**src/rtl/atm_pkg.sv**
```systemverilog
// Shared constants, state encoding and account table for the ATM card/PIN
// authentication stage.
package atm_pkg;

    localparam int unsigned CARD_W = 32;
    localparam int unsigned PIN_W  = 20;

    typedef logic [2:0] state_t;

    localparam state_t ST_IDLE     = 3'd0;
    localparam state_t ST_LOOKUP   = 3'd1;
    localparam state_t ST_WAIT_PIN = 3'd2;
    localparam state_t ST_CHECK    = 3'd3;
    localparam state_t ST_AUTH     = 3'd4;

    function automatic logic [CARD_W-1:0] acct_card(input int unsigned idx);
        case (idx)
            0:       acct_card = 32'd11112222;
            1:       acct_card = 32'd33334444;
            2:       acct_card = 32'd55556666;
            3:       acct_card = 32'd77778888;
            default: acct_card = '0;
        endcase
    endfunction

    function automatic logic [PIN_W-1:0] acct_pin(input int unsigned idx);
        case (idx)
            0:       acct_pin = 20'd5432;
            1:       acct_pin = 20'd1234;
            2:       acct_pin = 20'd9999;
            3:       acct_pin = 20'd0;
            default: acct_pin = '0;
        endcase
    endfunction

endpackage

```
**src/rtl/atm_lockout_ctr.sv**
```systemverilog
// Per-account wrong-PIN attempt counters and lock bits, addressed by account
// index; supports decrement (locking on the last try) and restore.
module atm_lockout_ctr
    import atm_pkg::*;
#(
    parameter int unsigned NUM_ACCOUNTS = 4,
    parameter int unsigned MAX_ATTEMPTS = 3,
    parameter int unsigned IDX_W        = 2,
    parameter int unsigned CNT_W        = 2
) (
    input  logic             i_clk,
    input  logic             i_rst,
    input  logic [IDX_W-1:0] i_idx,
    input  logic             i_dec,
    input  logic             i_restore,
    output logic [CNT_W-1:0] o_count,
    output logic             o_locked
);

    logic [CNT_W-1:0]        r_count [NUM_ACCOUNTS];
    logic [NUM_ACCOUNTS-1:0] r_lock;

    always_ff @(posedge i_clk) begin
        if (i_rst) begin
            for (int i = 0; i < NUM_ACCOUNTS; i++) begin
                r_count[i] <= CNT_W'(MAX_ATTEMPTS);
            end
            r_lock <= '0;
        end else if (i_restore) begin
            r_count[i_idx] <= CNT_W'(MAX_ATTEMPTS);
        end else if (i_dec && (r_count[i_idx] != '0)) begin
            r_count[i_idx] <= r_count[i_idx] - CNT_W'(1);
            // Last remaining try consumed: the account locks permanently until reset.
            if (r_count[i_idx] == CNT_W'(1)) begin
                r_lock[i_idx] <= 1'b1;
            end
        end
    end

    assign o_count  = r_count[i_idx];
    assign o_locked = r_lock[i_idx];

endmodule

```
**src/rtl/atm_pin_auth.sv**
```systemverilog
// Card lookup + PIN check FSM with per-account lockout. Defining
// ATM_PIN_TIMEOUT_EN adds a WAIT_PIN inactivity timeout of TIMEOUT_CYCLES.
module atm_pin_auth
    import atm_pkg::*;
#(
    parameter int unsigned NUM_ACCOUNTS   = 4,
    parameter int unsigned MAX_ATTEMPTS   = 3,
    parameter int unsigned TIMEOUT_CYCLES = 1000,
    parameter int unsigned IDX_W          = $clog2(NUM_ACCOUNTS),
    parameter int unsigned CNT_W          = $clog2(MAX_ATTEMPTS + 1)
) (
    input  logic              i_clk,
    input  logic              i_rst,
    input  logic              i_start,
    input  logic              i_card_valid,
    input  logic [CARD_W-1:0] i_cardnumber,
    input  logic              i_pin_valid,
    input  logic [PIN_W-1:0]  i_pin,
    input  logic              i_logout,
    output logic              o_auth_ok,
    output logic [IDX_W-1:0]  o_acct_idx,
    output logic              o_card_unknown,
    output logic              o_pin_error,
    output logic              o_locked,
    output logic [CNT_W-1:0]  o_attempts_left,
    output logic              o_busy,
    output logic              o_timeout
);

    localparam logic [IDX_W-1:0] LAST_IDX = IDX_W'(NUM_ACCOUNTS - 1);

    state_t            r_state;
    logic [CARD_W-1:0] r_card;
    logic [PIN_W-1:0]  r_pin;
    logic [IDX_W-1:0]  r_idx;
    logic              r_auth_ok;
    logic [IDX_W-1:0]  r_acct_idx;
    logic              r_card_unknown;
    logic              r_pin_error;
    logic              r_locked;
    logic [CNT_W-1:0]  r_attempts_left;

    logic              w_card_hit;
    logic              w_pin_hit;
    logic              w_dec;
    logic              w_restore;
    logic [CNT_W-1:0]  w_count;
    logic              w_acct_locked;
    logic              w_tmo_hit;

    // r_idx walks the table during LOOKUP and then holds the matched account.
    assign w_card_hit = (r_card == acct_card(32'(r_idx)));
    assign w_pin_hit  = (r_pin == acct_pin(32'(r_idx)));
    assign w_dec      = (r_state == ST_CHECK) && i_start && !w_pin_hit;
    assign w_restore  = (r_state == ST_CHECK) && i_start && w_pin_hit;

    atm_lockout_ctr #(
        .NUM_ACCOUNTS (NUM_ACCOUNTS),
        .MAX_ATTEMPTS (MAX_ATTEMPTS),
        .IDX_W        (IDX_W),
        .CNT_W        (CNT_W)
    ) u_lockout (
        .i_clk     (i_clk),
        .i_rst     (i_rst),
        .i_idx     (r_idx),
        .i_dec     (w_dec),
        .i_restore (w_restore),
        .o_count   (w_count),
        .o_locked  (w_acct_locked)
    );

`ifdef ATM_PIN_TIMEOUT_EN
    localparam int unsigned TMO_W = $clog2(TIMEOUT_CYCLES + 1);

    logic [TMO_W-1:0] r_tmo_cnt;
    logic             r_timeout;

    assign w_tmo_hit = i_start && !i_pin_valid && (r_state == ST_WAIT_PIN) &&
                       (r_tmo_cnt == TMO_W'(TIMEOUT_CYCLES - 1));

    // Counter is zero on every WAIT_PIN entry since it is cleared in all other states.
    always_ff @(posedge i_clk) begin
        if (i_rst) begin
            r_tmo_cnt <= '0;
            r_timeout <= 1'b0;
        end else begin
            r_timeout <= w_tmo_hit;
            if (r_state == ST_WAIT_PIN) begin
                r_tmo_cnt <= r_tmo_cnt + TMO_W'(1);
            end else begin
                r_tmo_cnt <= '0;
            end
        end
    end

    assign o_timeout = r_timeout;
`else
    assign w_tmo_hit = 1'b0;
    assign o_timeout = 1'b0;
`endif

    always_ff @(posedge i_clk) begin
        if (i_rst) begin
            r_state         <= ST_IDLE;
            r_card          <= '0;
            r_pin           <= '0;
            r_idx           <= '0;
            r_auth_ok       <= 1'b0;
            r_acct_idx      <= '0;
            r_card_unknown  <= 1'b0;
            r_pin_error     <= 1'b0;
            r_locked        <= 1'b0;
            r_attempts_left <= '0;
        end else begin
            r_card_unknown <= 1'b0;
            r_pin_error    <= 1'b0;
            r_locked       <= 1'b0;
            case (r_state)
                ST_IDLE: begin
                    if (i_start && i_card_valid) begin
                        r_card  <= i_cardnumber;
                        r_idx   <= '0;
                        r_state <= ST_LOOKUP;
                    end
                end
                ST_LOOKUP: begin
                    if (!i_start) begin
                        r_state <= ST_IDLE;
                    end else if (w_card_hit) begin
                        r_attempts_left <= w_count;
                        if (w_acct_locked) begin
                            r_locked <= 1'b1;
                            r_state  <= ST_IDLE;
                        end else begin
                            r_state <= ST_WAIT_PIN;
                        end
                    end else if (r_idx == LAST_IDX) begin
                        r_card_unknown <= 1'b1;
                        r_state        <= ST_IDLE;
                    end else begin
                        r_idx <= r_idx + IDX_W'(1);
                    end
                end
                ST_WAIT_PIN: begin
                    if (!i_start || w_tmo_hit) begin
                        r_state <= ST_IDLE;
                    end else if (i_pin_valid) begin
                        r_pin   <= i_pin;
                        r_state <= ST_CHECK;
                    end
                end
                ST_CHECK: begin
                    if (!i_start) begin
                        r_state <= ST_IDLE;
                    end else if (w_pin_hit) begin
                        r_auth_ok       <= 1'b1;
                        r_acct_idx      <= r_idx;
                        r_attempts_left <= CNT_W'(MAX_ATTEMPTS);
                        r_state         <= ST_AUTH;
                    end else begin
                        r_pin_error     <= 1'b1;
                        r_attempts_left <= w_count - CNT_W'(1);
                        if (w_count == CNT_W'(1)) begin
                            r_locked <= 1'b1;
                            r_state  <= ST_IDLE;
                        end else begin
                            r_state <= ST_WAIT_PIN;
                        end
                    end
                end
                ST_AUTH: begin
                    if (!i_start || i_logout) begin
                        r_auth_ok  <= 1'b0;
                        r_acct_idx <= '0;
                        r_state    <= ST_IDLE;
                    end
                end
                default: r_state <= ST_IDLE;
            endcase
        end
    end

    assign o_auth_ok       = r_auth_ok;
    assign o_acct_idx      = r_acct_idx;
    assign o_card_unknown  = r_card_unknown;
    assign o_pin_error     = r_pin_error;
    assign o_locked        = r_locked;
    assign o_attempts_left = r_attempts_left;
    assign o_busy          = (r_state != ST_IDLE);

endmodule
```
**config.mk**
```make
export PLATFORM = sky130hd
export DESIGN_NAME = atm_pin_auth
export DESIGN_NICKNAME = d
export VERILOG_FILES = /design/src/rtl/atm_pkg.sv /design/src/rtl/atm_lockout_ctr.sv /design/src/rtl/atm_pin_auth.sv
export SDC_FILE = /design/constraint.sdc
export NUM_CORES = 1
export LEC_CHECK = 0
export CELL_PAD_IN_SITES_DETAIL_PLACEMENT = 1
export CELL_PAD_IN_SITES_GLOBAL_PLACEMENT = 1
export CORE_MARGIN = 2
export CORE_UTILIZATION = 35
export CTS_CLUSTER_SIZE = 20
export DETAILED_ROUTE_END_ITERATION = 8
export HOLD_SLACK_MARGIN = 0.15
export PLACE_DENSITY_LB_ADDON = 0.1
export RECOVER_POWER = 50
export SKIP_LAST_GASP = 1
export SYNTH_ARGS = -nofsm -noshare
export SYNTH_HDL_FRONTEND = slang
export SYNTH_HIERARCHICAL = 1
export SYNTH_SLANG_ARGS = --single-unit
```
**constraint.sdc**
```tcl
create_clock -name i_clk -period 3.6 [get_ports i_clk]
set_input_delay 0.72 -clock i_clk [delete_from_list [all_inputs] [get_ports i_clk]]
set_output_delay 0.72 -clock i_clk [all_outputs]
set_load 0.05 [all_outputs]
```
# [Word-level counts from Yosys, hierarchy flattened]
# Memory sizes are Yosys's and may differ from the RTL's. A register that Yosys moved wholly into a read port is not among the register bits.
# Index checks and enable logic that the tools add are counted.
[totals] reg_bits=69 ram_bits=8 input_bits=58 wordCells=128 memories=1
[op_classes] n_addsub=2 order_cmp=2 eq_ne=20 mux=60 n_bitwise=6 reduce_logical=26
[mem_list] memory="u_lockout.r_count" words=4 word_bits=2 read_ports=1 rd_clocked_by_memory_dff=1 wr=4 line_no="atm_lockout_ctr.sv:20" rtl="logic [CNT_W-1:0] r_count [NUM_ACCOUNTS];"
[ops] cell="32-bit case mux with 4 select lines" n=1
[ops] cell="20-bit case mux with 4 select lines" n=1
[ops] cell="2-bit 2-to-1 mux" n=18
[ops] cell="32-bit equality test" n=1
[ops] cell="3-bit 2-to-1 mux" n=9
[ops] cell="1-bit 2-to-1 mux" n=23
[ops] cell="20-bit equality test" n=1
[ops] cell="2-bit != test, second input constant" n=8
[ops] cell="3-bit case mux with 5 select lines" n=1
[ops] cell="2-bit case mux with 2 select lines" n=3
[ops] cell="4-bit AND reduction" n=3
[ops] cell="2-bit nonzero test" n=4
[ops] cell="3-bit by 2-bit equality test with 1-bit output, second input constant" n=2
[ops] cell="1-bit logical AND" n=6
[ops] cell="3-bit AND reduction" n=2
[ops] cell="5-bit AND reduction" n=1
[ops] cell="2-bit by 1-bit equality test with 1-bit output, second input constant" n=2
[ops] cell="2-bit equality test, second input constant" n=2
[ops] cell="4-bit != test, second input constant" n=1
[ops] cell="1-bit NOT" n=4
[ops] cell="4-bit bitwise OR" n=1
[ops] cell="1-bit case mux with 2 select lines" n=2
[ops] cell="4-bit OR reduction" n=1
[ops] cell="3-bit by 1-bit equality test with 1-bit output, second input constant" n=1
[ops] cell="17 further kinds" n=18

# [Logic depth before layout (Yosys ltp)]
[logic_depth] ltp_word=13 mapped_depth=11

# [By module]
# Netlist, hierarchy kept.
[by_module_without_submodules] mod="atm_pin_auth" n_inst=1 cells_each=379 area_each_um2=2899.0
[by_module_without_submodules] mod="atm_lockout_ctr" n_inst=1 cells_each=54 area_each_um2=636.9

# [Worst setup path before layout]
# No wires, ideal clock.
[synth_timing] kind="register to register" startpoint="register r_idx[0]" endpoint="memory u_lockout.r_count[0][0], enable pin" arrival_time_ps=2577 t_required_ps=3347 slack_ps=770 stages_incl_launch_ff=10 path_cell_list="dfxtp_1 -> inv_1 -> ha_1 -> xnor2_1 -> nand4_1 -> nor4_2 -> nor2_1 -> nor2b_1 -> o2111a_1 -> or2_2"
[synth_lines] item="start, declared" line_no="atm_pin_auth.sv:35" rtl="logic [IDX_W-1:0] r_idx;"
[synth_lines] item="start signal, assigned" line_no="atm_pin_auth.sv:141" rtl="r_idx <= r_idx + IDX_W'(1);"
[synth_lines] item="end, declared" line_no="atm_lockout_ctr.sv:20"

==> reports/metrics.csv <==
stage;metric;value;unit
status;outcome;finished, final reports clean;
worst_setup_path;cp_max_fo;8;
power_and_ir_drop;p_seq_frac;0.529;
worst_setup_path;rr_startpoint;r_idx[0];
layout;final_nets;557;
power_and_ir_drop;comb_power_share;0.092;
floorplan;rows;36;
worst_setup_path;start_kind;flop;
power_and_ir_drop;p_sw;410;uW
placement;post-place-ws;0.649;ns
timing;min_period;3.00;ns
placement;place_congestion;0.851;
cts;cts_buffer_depth;2;
worst_setup_path;criticalPathCategory;flop to flop;
synth;ys_warn_count;6;
cts;cts_buffers;9;
power_and_ir_drop;clkPwrFrac;0.379;
timing;max_freq;333;MHz
drt;viasPerCell;5.06;
grt;overflow;0;
grt;antenna_found_initial;0;
synth;ys_seq_elements;77;
drt;antenna_left;0;
grt;grtUsageTotal;0.181;
synth;synth_top_cell_area_share;0.391;
worst_setup_path;cp.required;3.71;ns
floorplan;die_x;105;um
power_and_ir_drop;power_density;380;nW/um^2
drt;drt-initial-drc-count;77;
grt;grt_max_degree;47;
timing;worst_pin_slew;1.44;ns
worst_setup_path;r2r_slack;0.60;ns
timing;finalHoldViolations;0;
timing;drv_slew;0;
drt;first_pass_iters;4;
layout;antenna_cells;0;
layout;multiInputGateArea;1750;um^2
layout;drive_gt1_frac;0.0584;
run;cap_violations;0;
timing;rsz0062_at_grt;no;
floorplan;coreArea;9770;um^2
power_and_ir_drop;p_sw_frac;0.241;
cts;post_cts_resized;0;
placement;dp_hpwl;6.88;mm
layout;synthToLayoutAreaGrowth;26.6;%
drt;post_drt_wl_per_cell;15.2;um
min_path;hp-class;flop to flop;
worst_setup_path;arrival;3.11;ns
min_path;min_path_cells;2;
cts;cts_tree;done;
cts;cts.clk_slew.worst_paths;0.08;ns
cts;h-tree-depth;3;
power_and_ir_drop;vdd_drop_max;0.215;mV
timing;fin_skew;0.00983;ns
synth;synth_top_cell_by_area;dfxtp_1;
grt;first_global_vias;3214;
synth;yosys-top-cells-area;dfxtp_1, nand2_1, a21oi_1;
cts;root_buffer;clkbuf_8;
drt;totalWireLength;9.57;mm
cts;cts_hold_buf;0;
synth;ys_async_sr_fraction;0;
cts;post-cts-setup-buffer-count;0;
synth;synth-seq-area-share;0.459;
floorplan;dieArea;10900;um^2
synth;synth_edf_count;8;
worst_setup_path;crit_path_end_kind;flop;
timing;tns;0;ns
min_path;worstHoldStart;r_card[3];
drt;vias;3187;
timing;relSlewSlack;0.0406;
floorplan;io_pins;68;
cts;cts.sinks;77;
drt;drcViolationCount;0;
synth;synth_cells;433;
worst_setup_path;r2r-end;u_lockout/r_count[1][1];
worst_setup_path;reg2regPathDepth;10;
layout;nFillCells;1220;
layout;seqCellArea;1620;um^2
power_and_ir_drop;power.internal;1.29;mW
layout;final_common_cell;nand2_1;
synth;syn-cell-area;3540;um^2
synth;synth-main-ff-cell;dfxtp_1;
timing;timing.final.ws_setup;0.597;ns
floorplan;start_util;0.362;
timing;period_share;0.834;
synth;synth_cell_types;50;
synth;synth.avg_cell_area;8.17;um^2
synth;synth_nets;498;
layout;final_cell_mix;nand2_1, dfxtp_1, a21oi_1, clkdlybuf4s50_1, nor2_1;
grt;grt_pass1_wl;16.0;mm
placement;io_buffers;66;
cts;clock_latency;0.34;ns
power_and_ir_drop;power.leakage;1.61;nW
floorplan;die_h;105;um
timing;setup_viol;0;
min_path;whs_endpoint;r_card[3];
## final cells by class
class / instances / share of cell area
timing repair buffer: 72 / 0.155
clock inverter: 5 / 0.0137
clock buffer: 11 / 0.0293
tap: 133 / 0.0372
inverter: 14 / 0.0117
multi-input combinational: 318 / 0.391
sequential: 77 / 0.362
## worst max path at each step
| stage | start | end |
|---|---|---|
| floorplan | r_idx[0] | u_lockout/r_count[0][0] |
| global placement | i_start | u_lockout/r_count[2][0] |
| detailed placement | i_start | u_lockout/r_count[1][1] |
| CTS | r_idx[0] | u_lockout/r_count[1][1] |
| global route | r_idx[0] | u_lockout/r_count[1][1] |
| finish | r_idx[0] | u_lockout/r_count[1][1] |
## layer usage
layer / up-vias / wire length (um) / global-route usage
met3: 7 / 302 / 0.0357
met1: 1524 / 4520 / 0.231
met4: 0 / 85 / 0.0492
li1: 1604 / - / -
met2: 52 / 4660 / 0.311
met5: - / 0 / 0
## critical path, cell delays in order (launching register included)
cell and delay (ns):
dfxtp_1 0.43, inv_1 0.12, ha_1 0.40, xnor2_1 0.16
nand4_1 0.13, nor4_1 0.29, clkbuf_1 0.32, nor2_1 0.14
nor2b_1 0.19, o2111a_1 0.27, or2_2 0.31
## flip-flops by register name, summed over array words and instances (netlist names)
register           count
r_card                32
r_pin                 20
u_lockout/r_count      8
u_lockout/r_lock       4
r_state                3
o_acct_idx             2
o_attempts_left        2
r_idx                  2
o_auth_ok              1
o_card_unknown         1
o_locked               1
o_pin_error            1
## Yosys cell counts, types with 2 or more instances
| library cell | instances |
|---|---|
| a2111oi_0 | 2 |
| a21oi_1 | 56 |
| a21oi_2 | 2 |
| a31oi_1 | 7 |
| and2_1 | 3 |
| and3_1 | 6 |
| buf_2 | 3 |
| clkbuf_1 | 19 |
| dfxtp_1 | 69 |
| edfxtp_1 | 8 |
| ha_1 | 7 |
| inv_1 | 14 |
| mux2i_1 | 3 |
| mux4_1 | 2 |
| nand2_1 | 125 |
| nand2b_1 | 3 |
| nand3_1 | 12 |
| nand4_1 | 4 |
| nor2_1 | 22 |
| nor2b_1 | 5 |
| nor3_1 | 8 |
| nor4_1 | 5 |
| nor4b_1 | 2 |
| nor4bb_1 | 5 |
| o2111a_1 | 3 |
| o211ai_1 | 4 |
| o21ai_0 | 2 |
| o22ai_1 | 3 |
| or2_2 | 3 |
| xnor2_1 | 5 |
| xor2_1 | 2 |
## per-stage QoR
step                std cells   util  area (um^2)  hold slack (ns)  power, mW
finish                    630  0.458         4480            0.460       1.70
global route              630  0.458         4480            0.480       1.78
CTS                       630  0.460         4490            0.463       1.72
detailed placement        614  0.440         4300            0.452       1.08
global placement          614  0.440         4300            0.440       1.08
floorplan                 433      -         3540            0.428      0.989
## power groups by stage
stage	registers, mW	logic [mW]	clock network, mW
2_1_floorplan	0.915	0.0735	0
5_1_grt	0.904	0.174	0.701
4_1_cts	0.901	0.160	0.663
6_report	0.901	0.156	0.645
3_3_place_gp	0.920	0.156	0
3_5_place_dp	0.921	0.159	0
## cells by family after synthesis
| group | Yosys count | share of synthesized area |
|---|---|---|
| buffers and inverters | 38 | 0.0446 |
| adders and majority gates | 7 | 0.0248 |
| xor gates and xnor gates | 7 | 0.0173 |
| DFF | 77 | 0.459 |
| other | 1 | 0.00106 |
| muxes | 6 | 0.0297 |
| and+or+nand+nor | 213 | 0.282 |
| AOI/OAI and AO/OA | 84 | 0.142 |
No activity file was read; power rests on OpenSTA's default activity.
